--- src/rtl/i2c_pkg.sv ---
// Shared I2C type definitions: the master's bit-level states and the
// requester arbiter's transaction states.
package i2c_pkg;

    localparam int unsigned ADDR_W = 7;
    localparam int unsigned DATA_W = 12;

    typedef enum logic [3:0] {
        ST_IDLE,
        ST_START,
        ST_ADDR,
        ST_ADDR_ACK,
        ST_WRITE,
        ST_WRITE_ACK,
        ST_READ,
        ST_READ_ACK,
        ST_STOP,
        ST_DONE
    } state_t;

    typedef enum logic [1:0] {
        IDLE,
        GRANT,
        RUN,
        DONE
    } arb_state_t;

endpackage

--- src/rtl/i2c_bus_arbiter_if.sv ---
// Command/strobe bundle between the requester arbiter (master modport)
// and the shared i2c_master core (slave modport).
interface i2c_bus_arbiter_if;
    import i2c_pkg::*;

    logic              tick_4x;
    logic              m_enable;
    logic              m_rw;
    logic [ADDR_W-1:0] m_slave_addr;
    logic [DATA_W-1:0] m_data_in;
    logic              m_done;

    modport master (
        output tick_4x,
        output m_enable,
        output m_rw,
        output m_slave_addr,
        output m_data_in,
        input  m_done
    );

    modport slave (
        input  tick_4x,
        input  m_enable,
        input  m_rw,
        input  m_slave_addr,
        input  m_data_in,
        output m_done
    );

endinterface

--- src/rtl/i2c_tick_gen.sv ---
// Free-running divider producing a one-clk strobe every CLK_DIV clocks;
// shared by I2C blocks that need the 4x bit-rate tick.
module i2c_tick_gen #(
    parameter int unsigned CLK_DIV = 250
) (
    input  logic clk,
    input  logic rst_n,
    output logic tick
);

    localparam int unsigned CW = (CLK_DIV > 1) ? $clog2(CLK_DIV) : 1;
    localparam logic [CW-1:0] LAST = CW'(CLK_DIV - 1);

    logic [CW-1:0] cnt;

    always_ff @(posedge clk or negedge rst_n) begin
        if (!rst_n) begin
            cnt <= '0;
        end else if (cnt == LAST) begin
            cnt <= '0;
        end else begin
            cnt <= cnt + CW'(1);
        end
    end

    assign tick = (cnt == LAST);

endmodule

--- src/rtl/i2c_bus_arbiter.sv ---
// Round-robin arbiter that shares one i2c_master among NUM_REQ requesters,
// latching the winner's command and guarding each transaction with a tick watchdog.
module i2c_bus_arbiter
    import i2c_pkg::*;
#(
    parameter int unsigned NUM_REQ       = 4,
    parameter int unsigned CLK_DIV       = 250,
    parameter int unsigned TIMEOUT_TICKS = 256
) (
    input  logic                      clk,
    input  logic                      rst_n,
    input  logic [NUM_REQ-1:0]        req,
    input  logic [NUM_REQ*ADDR_W-1:0] req_addr,
    input  logic [NUM_REQ-1:0]        req_rw,
    input  logic [NUM_REQ*DATA_W-1:0] req_data,
    output logic [NUM_REQ-1:0]        gnt,
    output logic [NUM_REQ-1:0]        cmpl,
    output logic                      cmpl_err,
    output logic                      busy,
    i2c_bus_arbiter_if.master         bus
);

    localparam int unsigned IDXW = $clog2(NUM_REQ);
    localparam int unsigned WDW  = $clog2(TIMEOUT_TICKS + 1);
    localparam logic [IDXW-1:0] LAST_IDX = IDXW'(NUM_REQ - 1);
    localparam logic [WDW-1:0]  WD_LIMIT = WDW'(TIMEOUT_TICKS);

    arb_state_t        state;
    logic [IDXW-1:0]   winner;
    logic [IDXW-1:0]   rr_ptr;
    logic [IDXW-1:0]   pick;
    logic [WDW-1:0]    wd;
    logic [WDW-1:0]    wd_inc;
    logic              done_q;
    logic              done_rise;
    logic              timeout;
    logic              tick;
    logic              m_rw;
    logic [ADDR_W-1:0] m_slave_addr;
    logic [DATA_W-1:0] m_data_in;

    // First requester at or after ptr, wrapping; returns ptr when nobody asks.
    function automatic logic [IDXW-1:0] rr_pick(
        input logic [NUM_REQ-1:0] r,
        input logic [IDXW-1:0]    ptr
    );
        logic [IDXW-1:0] win;
        logic            found;
        int unsigned     idx;
        win   = ptr;
        found = 1'b0;
        for (int unsigned i = 0; i < NUM_REQ; i++) begin
            idx = (32'(ptr) + i) % NUM_REQ;
            if (!found && r[idx]) begin
                win   = IDXW'(idx);
                found = 1'b1;
            end
        end
        return win;
    endfunction

    i2c_tick_gen #(
        .CLK_DIV(CLK_DIV)
    ) u_tick (
        .clk  (clk),
        .rst_n(rst_n),
        .tick (tick)
    );

    assign pick      = rr_pick(req, rr_ptr);
    assign wd_inc    = wd + WDW'(tick);
    assign timeout   = tick && (wd_inc == WD_LIMIT);
    assign done_rise = bus.m_done && !done_q;

    always_ff @(posedge clk or negedge rst_n) begin
        if (!rst_n) begin
            state        <= IDLE;
            winner       <= '0;
            rr_ptr       <= '0;
            wd           <= '0;
            done_q       <= 1'b0;
            gnt          <= '0;
            cmpl         <= '0;
            cmpl_err     <= 1'b0;
            m_rw         <= 1'b0;
            m_slave_addr <= '0;
            m_data_in    <= '0;
        end else begin
            done_q <= bus.m_done;
            case (state)
                IDLE: begin
                    if (|req) begin
                        winner       <= pick;
                        gnt          <= NUM_REQ'(1) << pick;
                        m_rw         <= req_rw[pick];
                        m_slave_addr <= req_addr[32'(pick)*ADDR_W +: ADDR_W];
                        m_data_in    <= req_data[32'(pick)*DATA_W +: DATA_W];
                        state        <= GRANT;
                    end
                end
                GRANT: begin
                    wd    <= '0;
                    state <= RUN;
                end
                RUN: begin
                    wd <= wd_inc;
                    // A done edge coinciding with the final tick still counts as success.
                    if (done_rise) begin
                        cmpl     <= gnt;
                        cmpl_err <= 1'b0;
                        state    <= DONE;
                    end else if (timeout) begin
                        cmpl     <= gnt;
                        cmpl_err <= 1'b1;
                        state    <= DONE;
                    end
                end
                DONE: begin
                    cmpl     <= '0;
                    cmpl_err <= 1'b0;
                    gnt      <= '0;
                    rr_ptr   <= (winner == LAST_IDX) ? '0 : winner + IDXW'(1);
                    state    <= IDLE;
                end
                default: state <= IDLE;
            endcase
        end
    end

    assign busy             = (state != IDLE);
    assign bus.m_enable     = (state == RUN);
    assign bus.tick_4x      = tick;
    assign bus.m_rw         = m_rw;
    assign bus.m_slave_addr = m_slave_addr;
    assign bus.m_data_in    = m_data_in;

endmodule
--- src/flat_wrapper.sv ---
// flat-port wrapper written by rule: the top's interface ports become plain ports
module i2c_bus_arbiter_flat import i2c_pkg::*;
#(
    parameter int unsigned NUM_REQ       = 4,
    parameter int unsigned CLK_DIV       = 250,
    parameter int unsigned TIMEOUT_TICKS = 256
)
  (clk, rst_n, req, req_addr, req_rw, req_data, gnt, cmpl, cmpl_err, busy, bus_tick_4x, bus_m_enable, bus_m_rw, bus_m_slave_addr, bus_m_data_in, bus_m_done);
  i2c_bus_arbiter_if bus_i ();
  input  logic clk;
  input  logic rst_n;
  input  logic [NUM_REQ-1:0] req;
  input  logic [NUM_REQ*ADDR_W-1:0] req_addr;
  input  logic [NUM_REQ-1:0] req_rw;
  input  logic [NUM_REQ*DATA_W-1:0] req_data;
  output logic [NUM_REQ-1:0] gnt;
  output logic [NUM_REQ-1:0] cmpl;
  output logic cmpl_err;
  output logic busy;
  output wire logic [$bits(bus_i.tick_4x)-1:0] bus_tick_4x;
  output wire logic [$bits(bus_i.m_enable)-1:0] bus_m_enable;
  output wire logic [$bits(bus_i.m_rw)-1:0] bus_m_rw;
  output wire logic [$bits(bus_i.m_slave_addr)-1:0] bus_m_slave_addr;
  output wire logic [$bits(bus_i.m_data_in)-1:0] bus_m_data_in;
  input wire logic [$bits(bus_i.m_done)-1:0] bus_m_done;
  assign bus_tick_4x = bus_i.tick_4x;
  assign bus_m_enable = bus_i.m_enable;
  assign bus_m_rw = bus_i.m_rw;
  assign bus_m_slave_addr = bus_i.m_slave_addr;
  assign bus_m_data_in = bus_i.m_data_in;
  assign bus_i.m_done = bus_m_done;
  i2c_bus_arbiter #(.NUM_REQ(NUM_REQ), .CLK_DIV(CLK_DIV), .TIMEOUT_TICKS(TIMEOUT_TICKS)) u_core (.clk(clk), .rst_n(rst_n), .req(req), .req_addr(req_addr), .req_rw(req_rw), .req_data(req_data), .gnt(gnt), .cmpl(cmpl), .cmpl_err(cmpl_err), .busy(busy), .bus(bus_i));
endmodule
--- config.mk ---
export PLATFORM = sky130hd
export DESIGN_NAME = i2c_bus_arbiter_flat
export DESIGN_NICKNAME = d
export VERILOG_FILES = /design/src/rtl/i2c_pkg.sv /design/src/rtl/i2c_bus_arbiter_if.sv /design/src/rtl/i2c_tick_gen.sv /design/src/rtl/i2c_bus_arbiter.sv /design/src/flat_wrapper.sv
export SDC_FILE = /design/constraint.sdc
export NUM_CORES = 1
export LEC_CHECK = 0
export CORE_MARGIN = 8
export CORE_UTILIZATION = 45
export CTS_CLUSTER_SIZE = 10
export DETAILED_ROUTE_END_ITERATION = 8
export HOLD_SLACK_MARGIN = 0.08
export PLACE_DENSITY_LB_ADDON = 0.12
export RECOVER_POWER = 50
export SYNTH_ARGS = -nofsm -noshare
export SYNTH_HDL_FRONTEND = slang
export SYNTH_SLANG_ARGS = --single-unit
--- constraint.sdc ---
create_clock -name clk -period 8.12 [get_ports clk]
set_input_delay 0.812 -clock clk [delete_from_list [all_inputs] [get_ports clk]]
set_output_delay 0.812 -clock clk [all_outputs]
set_load 0.01 [all_outputs]
### Word-level counts from Yosys, hierarchy flattened

Cells that the tools add are included.
Widths: inputs -> output; s select.

* register bits: 53
* output and inout port bits: 32
* logic and storage cells: 86

* add/sub/neg operators: 6
* multipliers: 2
* magnitude comparators: 5
* eq/ne operators: 8
* shift operators: 3
* multiplexer cells: 31
* reduce and logical (&&, ||, !) cells: 19

Operators with widths (number)
* $shiftx 48x7->12: 1
* $shiftx 28x6->7: 1
* $pmux 9 s2: 1
* $pmux 4 s2: 2
* $lt 2x3->1 const B: 5
* $mux 2: 7
* $mux 4: 3
* $bmux 1 s2: 5
* $mux 1: 10
* $add 9x1->9: 1
* $eq 9x9->1 const B: 1
* $add 8x1->8 const B: 1
* $eq 8x8->1 const B: 1
* $mux 8: 1
* $pmux 2 s4: 1
* $reduce_and 2->1: 4
* $reduce_bool 2->1: 4
* $eq 2x2->1 const B: 3
* $logic_and 1x1->1: 5
* $mul 2x3->5 const B: 1
* $add 2x1->2 const B: 2
* $add 2x2->2 const B: 2
* $logic_not 1->1: 4
* $mul 2x2->4 const B: 1
* other kinds (7): 7

### Longest topological paths before layout

* word-level depth: 15
* mapped depth: 13
* depth with buffers taken out: 12

### By module

From an unflattened synthesis, not the netlist that was laid out.

* cells, all modules: 277
* area, all modules: 3118.0 um2

By module, submodules not included
* i2c_bus_arbiter: times used 1, cells an instance 236, area an instance 2723.9 um2, seq. area each 1126.1 um2
* i2c_tick_gen: times used 1, cells an instance 41, area an instance 394.1 um2, seq. area each 200.2 um2

### Least setup slack after synthesis

No wires, ideal clock.

* path kind: flip-flop to flip-flop
* start: register u_core.u_tick.cnt[1]
* end: register u_core.state[1]
* arrival time: 3.169 ns
* slack: 4.823 ns
* cell stages (with the launch flop): 14
* buffers on the path: 1
* clock period less this slack: 3.297 ns
* path through: dfrtp_1 inv_1 ha_1 and4b_2 and4_1 clkbuf_1 ha_1 ha_1 and3_2 a31oi_1 a2111oi_4 nand3_2 a32oi_1 mux2_1

* word-level cells in the longest chain between the ends: 6

Ends and longest elaborated chain
* start: declaration: RTL line i2c_tick_gen.sv:14 `logic [CW-1:0] cnt;`
* start signal: assignment: RTL line i2c_tick_gen.sv:22 `cnt <= cnt + CW'(1);`
* $eq 8x8->1 *: RTL line i2c_tick_gen.sv:26 `assign tick = (cnt == LAST);`
* named net bus_tick_4x: RTL line flat_wrapper.sv:20 `output wire logic [$bits(bus_i.tick_4x)-1:0] bus_tick_4x;`
* $add 9x1->9: RTL line i2c_bus_arbiter.sv:71 `assign wd_inc = wd + WDW'(tick);`
* $eq 9x9->1: RTL line i2c_bus_arbiter.sv:72 `assign timeout = tick && (wd_inc == WD_LIMIT);`
* $logic_and 1x1->1 *: RTL line i2c_bus_arbiter.sv:72
* $ne 3x1->1 (no line) *
* $reduce_and 2->1 (no line) *
* end signal: assignment: RTL line i2c_bus_arbiter.sv:77 `state <= IDLE;`
* end signal: assignment: RTL line i2c_bus_arbiter.sv:98 `state <= GRANT;`
* end signal: assignment: RTL line i2c_bus_arbiter.sv:103 `state <= RUN;`
* end: declaration: RTL line i2c_bus_arbiter.sv:28 `arb_state_t state;`

The timed path passes the listed nets; every way through them passes the cells marked *.
A chain may end at the register's enable or synchronous reset.

### Worst setup path after layout

* start: register u_core.u_tick.cnt[1]
* end: register u_core.state[1]

* word-level cells in the longest chain between the ends: 6

Ends and longest elaborated chain (RTL line)
* $eq 8x8->1 *: i2c_tick_gen.sv:26
* $add 9x1->9: i2c_bus_arbiter.sv:71
* $eq 9x9->1: i2c_bus_arbiter.sv:72
* $logic_and 1x1->1 *: i2c_bus_arbiter.sv:72
* $ne 3x1->1 (no line) *
* $reduce_and 2->1 (no line) *

Mark *: on every way between the ends. The rest lies on a longest branch, timed or not.

==> flow_summary.yaml <==
place:
  dp_hpwl_um: 6690
  io_buffers: 118
  gp_congestion: 0.853
  placed_area_um2: 4340
  dp_cells: 507
floorplan:
  ios: 119
  die_h_um: 99.4
  design.die.area_um2: 9880
  rows: 30
  die_w_um: 99.4
  core_region_area_um2: 6760
  start_util_pct: 46.3
critical_path:
  ff2ff_path_depth: 12
  crit_fanout: 8
  critPathLaunchType: "flip-flop"
  crit_path_end_kind: "flip-flop"
  required_ns: 8.31
  cp_common_cell: "ha_1"
  reg2reg_to: "u_core.state[1]$_DFFE_PN0P_"
  r2r_start: "u_core.u_tick.cnt[1]$_DFF_PN0_"
  path_class: "reg2reg"
  cpMaxStageDelayCell: "dfrtp_1"
  crit_chain: "inv_1, ha_1, and4b_1, and4_1, ha_1, ha_1, and3_2, a31oi_1, a2111oi_4, nand3_2, a32oi_1, mux2_1"
  reg2reg_setup_slack_ns: 4.65
  slowest_delay_ns: 0.41
  arrival_ns: 3.66
min_path:
  whs_path_depth: 2
  min_path_type: "reg2reg"
  min_from: "u_core.bus.m_data_in[1]$_DFFE_PN0P_"
  min_to: "u_core.bus.m_data_in[1]$_DFFE_PN0P_"
clock_network:
  cts_root_buffer: "clkbuf_8"
  cts_resized: 0
  cts_setup_buffers: 0
  cts_max_level: 2
  cts_buffer_depth: 2
  clock-sinks: 53
  cts_hold_buf: 0
  clkLatencyLatePin_ns: 0.30
  numCtsBuffers: 5
  cts_tree: "done"
  cts.clk_slew.worst_paths_ns: 0.09
final_layout:
  num-fill-cells: 595
  stdcell_area_um2: 4420
  drive_above_1_share_pct: 4.15
  diodes: 0
  multi_input_area_um2: 1650
  syn_to_final_growth_pct: 41.1
  final_nets: 529
  stdcell_count: 514
  finish.utilization_pct: 65.4
  regArea_um2: 1330
sta:
  rsz0062_at_grt: "no"
  finClkSkew_ns: 0.00586
  slew_headroom_pct: -88.4
  worstMarginPinSlew_ns: 2.83
  hold_viol: 0
  finalMaxSlewViolations: 54
  period_share_pct: 42.7
  tns_ns: 0
  fin_crit_ns: 3.47
  max_freq_ghz: 0.289
  setup_viol: 0
grt:
  antenna_found_initial: 0
  grt_pass1_wl_um: 14400
  grt-ovfl-total: 0
  grt_usage_pct: 17.8
  grt_pass1_vias: 3070
  grt_max_degree: 54
status:
  outcome: "finished, violations left"
  violations: "capacitance limit, slew limit"
logic_synthesis:
  yosys-top-cells-count: "nand2_1 (56), dfrtp_1 (53), mux2i_1 (42)"
  syn_area_per_cell_um2: 9.63
  synth_top_cell_area_share_pct: 42.4
  synth_fp_nets: 420
  synth_area_um2: 3130
  ys_ff_latch: 53
  synth.most_common_cell: "nand2_1"
  ys.flop_type: "dfrtp_1"
  synth_cell_types: 45
  synth_enable_flop_cells: 0
  async_flop_share_pct: 100
  synthTopCellsByArea: "dfrtp_1 (42%), mux2i_1 (13%), nand2_1 (6.7%), o221ai_1 (5.6%), ha_1 (3.2%)"
  yosys_warnings: 0
  synth_largest_area_cell: "dfrtp_1"
  synth_cells: 325
  seq_area_frac_synth_pct: 42.4
job:
  timing.max_cap.violations: 1
drt:
  ant_nets: 0
  drt-vias-per-instance: 5.59
  drtPass1Iterations: 4
  wl_per_cell_um: 17.1
  num_vias: 2871
  drt-total-wl_um: 8800
  drc: 0
  drt_iter0_drc: 57
power_and_ir_drop:
  ir_drop_mv: 0.104
  powerDensity_nw_per_um2: 266
  p_leak_nw: 1.85
  total_power_mw: 1.17
## per-stage QoR
| step | hold slack (ns) | worst slack [ns] |
|---|---|---|
| after floorplan | 0.443 | 4.82 |
| after global placement | 0.468 | 4.84 |
| after detailed placement | 0.472 | 4.69 |
| after CTS | 0.495 | 4.66 |
| after global routing | 0.502 | 4.36 |
| final | 0.491 | 4.65 |
## critical path, delay by kind of cell, from the launching register on
family	cells	cell delay (ns)
AOI/OAI and AO/OA	3	0.82
adders and majority gates	3	0.66
buffers and inverters	1	0.07
DFF	1	0.41
muxes	1	0.35
and+or+nand+nor	4	1.05
## sequential cells by signal, summed over array words and instances, names as in the netlist
register / count
u_core.wd: 9
u_core.rr_ptr: 2
u_core.bus.m_data_in: 12
u_core.cmpl_err: 1
u_core.bus.m_rw: 1
u_core.winner: 2
u_core.bus.m_slave_addr: 7
u_core.done_q: 1
u_core.cmpl: 4
u_core.gnt: 4
u_core.u_tick.cnt: 8
u_core.state: 2
## worst max path at each step
stage | start | endpoint | cells after the start
after floorplan | u_core.u_tick.cnt[1]$_DFF_PN0_ | u_core.state[1]$_DFFE_PN0P_ | 13
after global placement | u_core.u_tick.cnt[1]$_DFF_PN0_ | u_core.state[1]$_DFFE_PN0P_ | 12
after detailed placement | u_core.u_tick.cnt[1]$_DFF_PN0_ | u_core.state[1]$_DFFE_PN0P_ | 12
after CTS | u_core.u_tick.cnt[1]$_DFF_PN0_ | u_core.state[1]$_DFFE_PN0P_ | 12
after global routing | rst_n | u_core.bus.m_data_in[11]$_DFFE_PN0P_ | 2
final | u_core.u_tick.cnt[1]$_DFF_PN0_ | u_core.state[1]$_DFFE_PN0P_ | 12
## kinds of logic (layout without fill, tap and decap cells)
logic type	Yosys count	after routing	synth area share (%)
AND/OR/NAND/NOR	107	107	16.1
adder cells (fa/ha/maj)	8	8	3.20
AO/OA/AOI/OAI	71	71	17.0
multiplexers	45	45	14.5
flip-flops	53	53	42.4
XOR/XNOR	6	6	1.68
buffers and inverters	35	144	5.20
## power breakdown
group | total (mW) | switching, mW | internal [mW] | leakage, nW
registers | 0.399 | 0.0551 | 0.343 | 0.677
clock network | 0.153 | 0.0852 | 0.0680 | 0.0443
logic | 0.621 | 0.320 | 0.301 | 1.13
## layer usage
layer	global-route usage, %	vias to the layer above	part of all wire, %
li1	-	1395	-
met1	19.4	1386	42
met2	31.6	82	50
met3	7.05	8	7.2
met4	4.07	0	1.1
met5	0	-	0
## area by class of cell
cell class	count	share of cell area (%)
Sequential cell	53	30.0
Timing Repair Buffer	120	26.9
Clock buffer	7	1.95
Multi-Input combinational cell	237	37.4
Inverter	17	1.44
Tap cell	80	2.27
## placed cells by master (no fill, tap or decap), types with 2 or more instances in the layout
| cell | count |
|---|---|
| nor3_1 | 3 |
| mux2_2 | 2 |
| o31ai_1 | 3 |
| a21oi_1 | 2 |
| nand3_1 | 14 |
| o221ai_1 | 20 |
| nand2_1 | 56 |
| clkdlybuf4s50_1 | 112 |
| o211ai_1 | 5 |
| xor2_1 | 3 |
| a21o_1 | 2 |
| clkbuf_1 | 2 |
| xnor2_1 | 3 |
| and4_1 | 2 |
| clkbuf_8 | 6 |
| dfrtp_1 | 53 |
| ha_1 | 8 |
| a32oi_1 | 4 |
| mux2i_1 | 42 |
| inv_1 | 17 |
| nand2b_1 | 3 |
| a22oi_1 | 2 |
| nor3b_1 | 2 |
| nor2_1 | 13 |
| o21ai_0 | 20 |
| o21ai_1 | 4 |
| nor2b_1 | 4 |
| dlygate4sd3_1 | 5 |
| and3_2 | 2 |
| nand4_1 | 2 |
(Power assumes the default switching activity.)
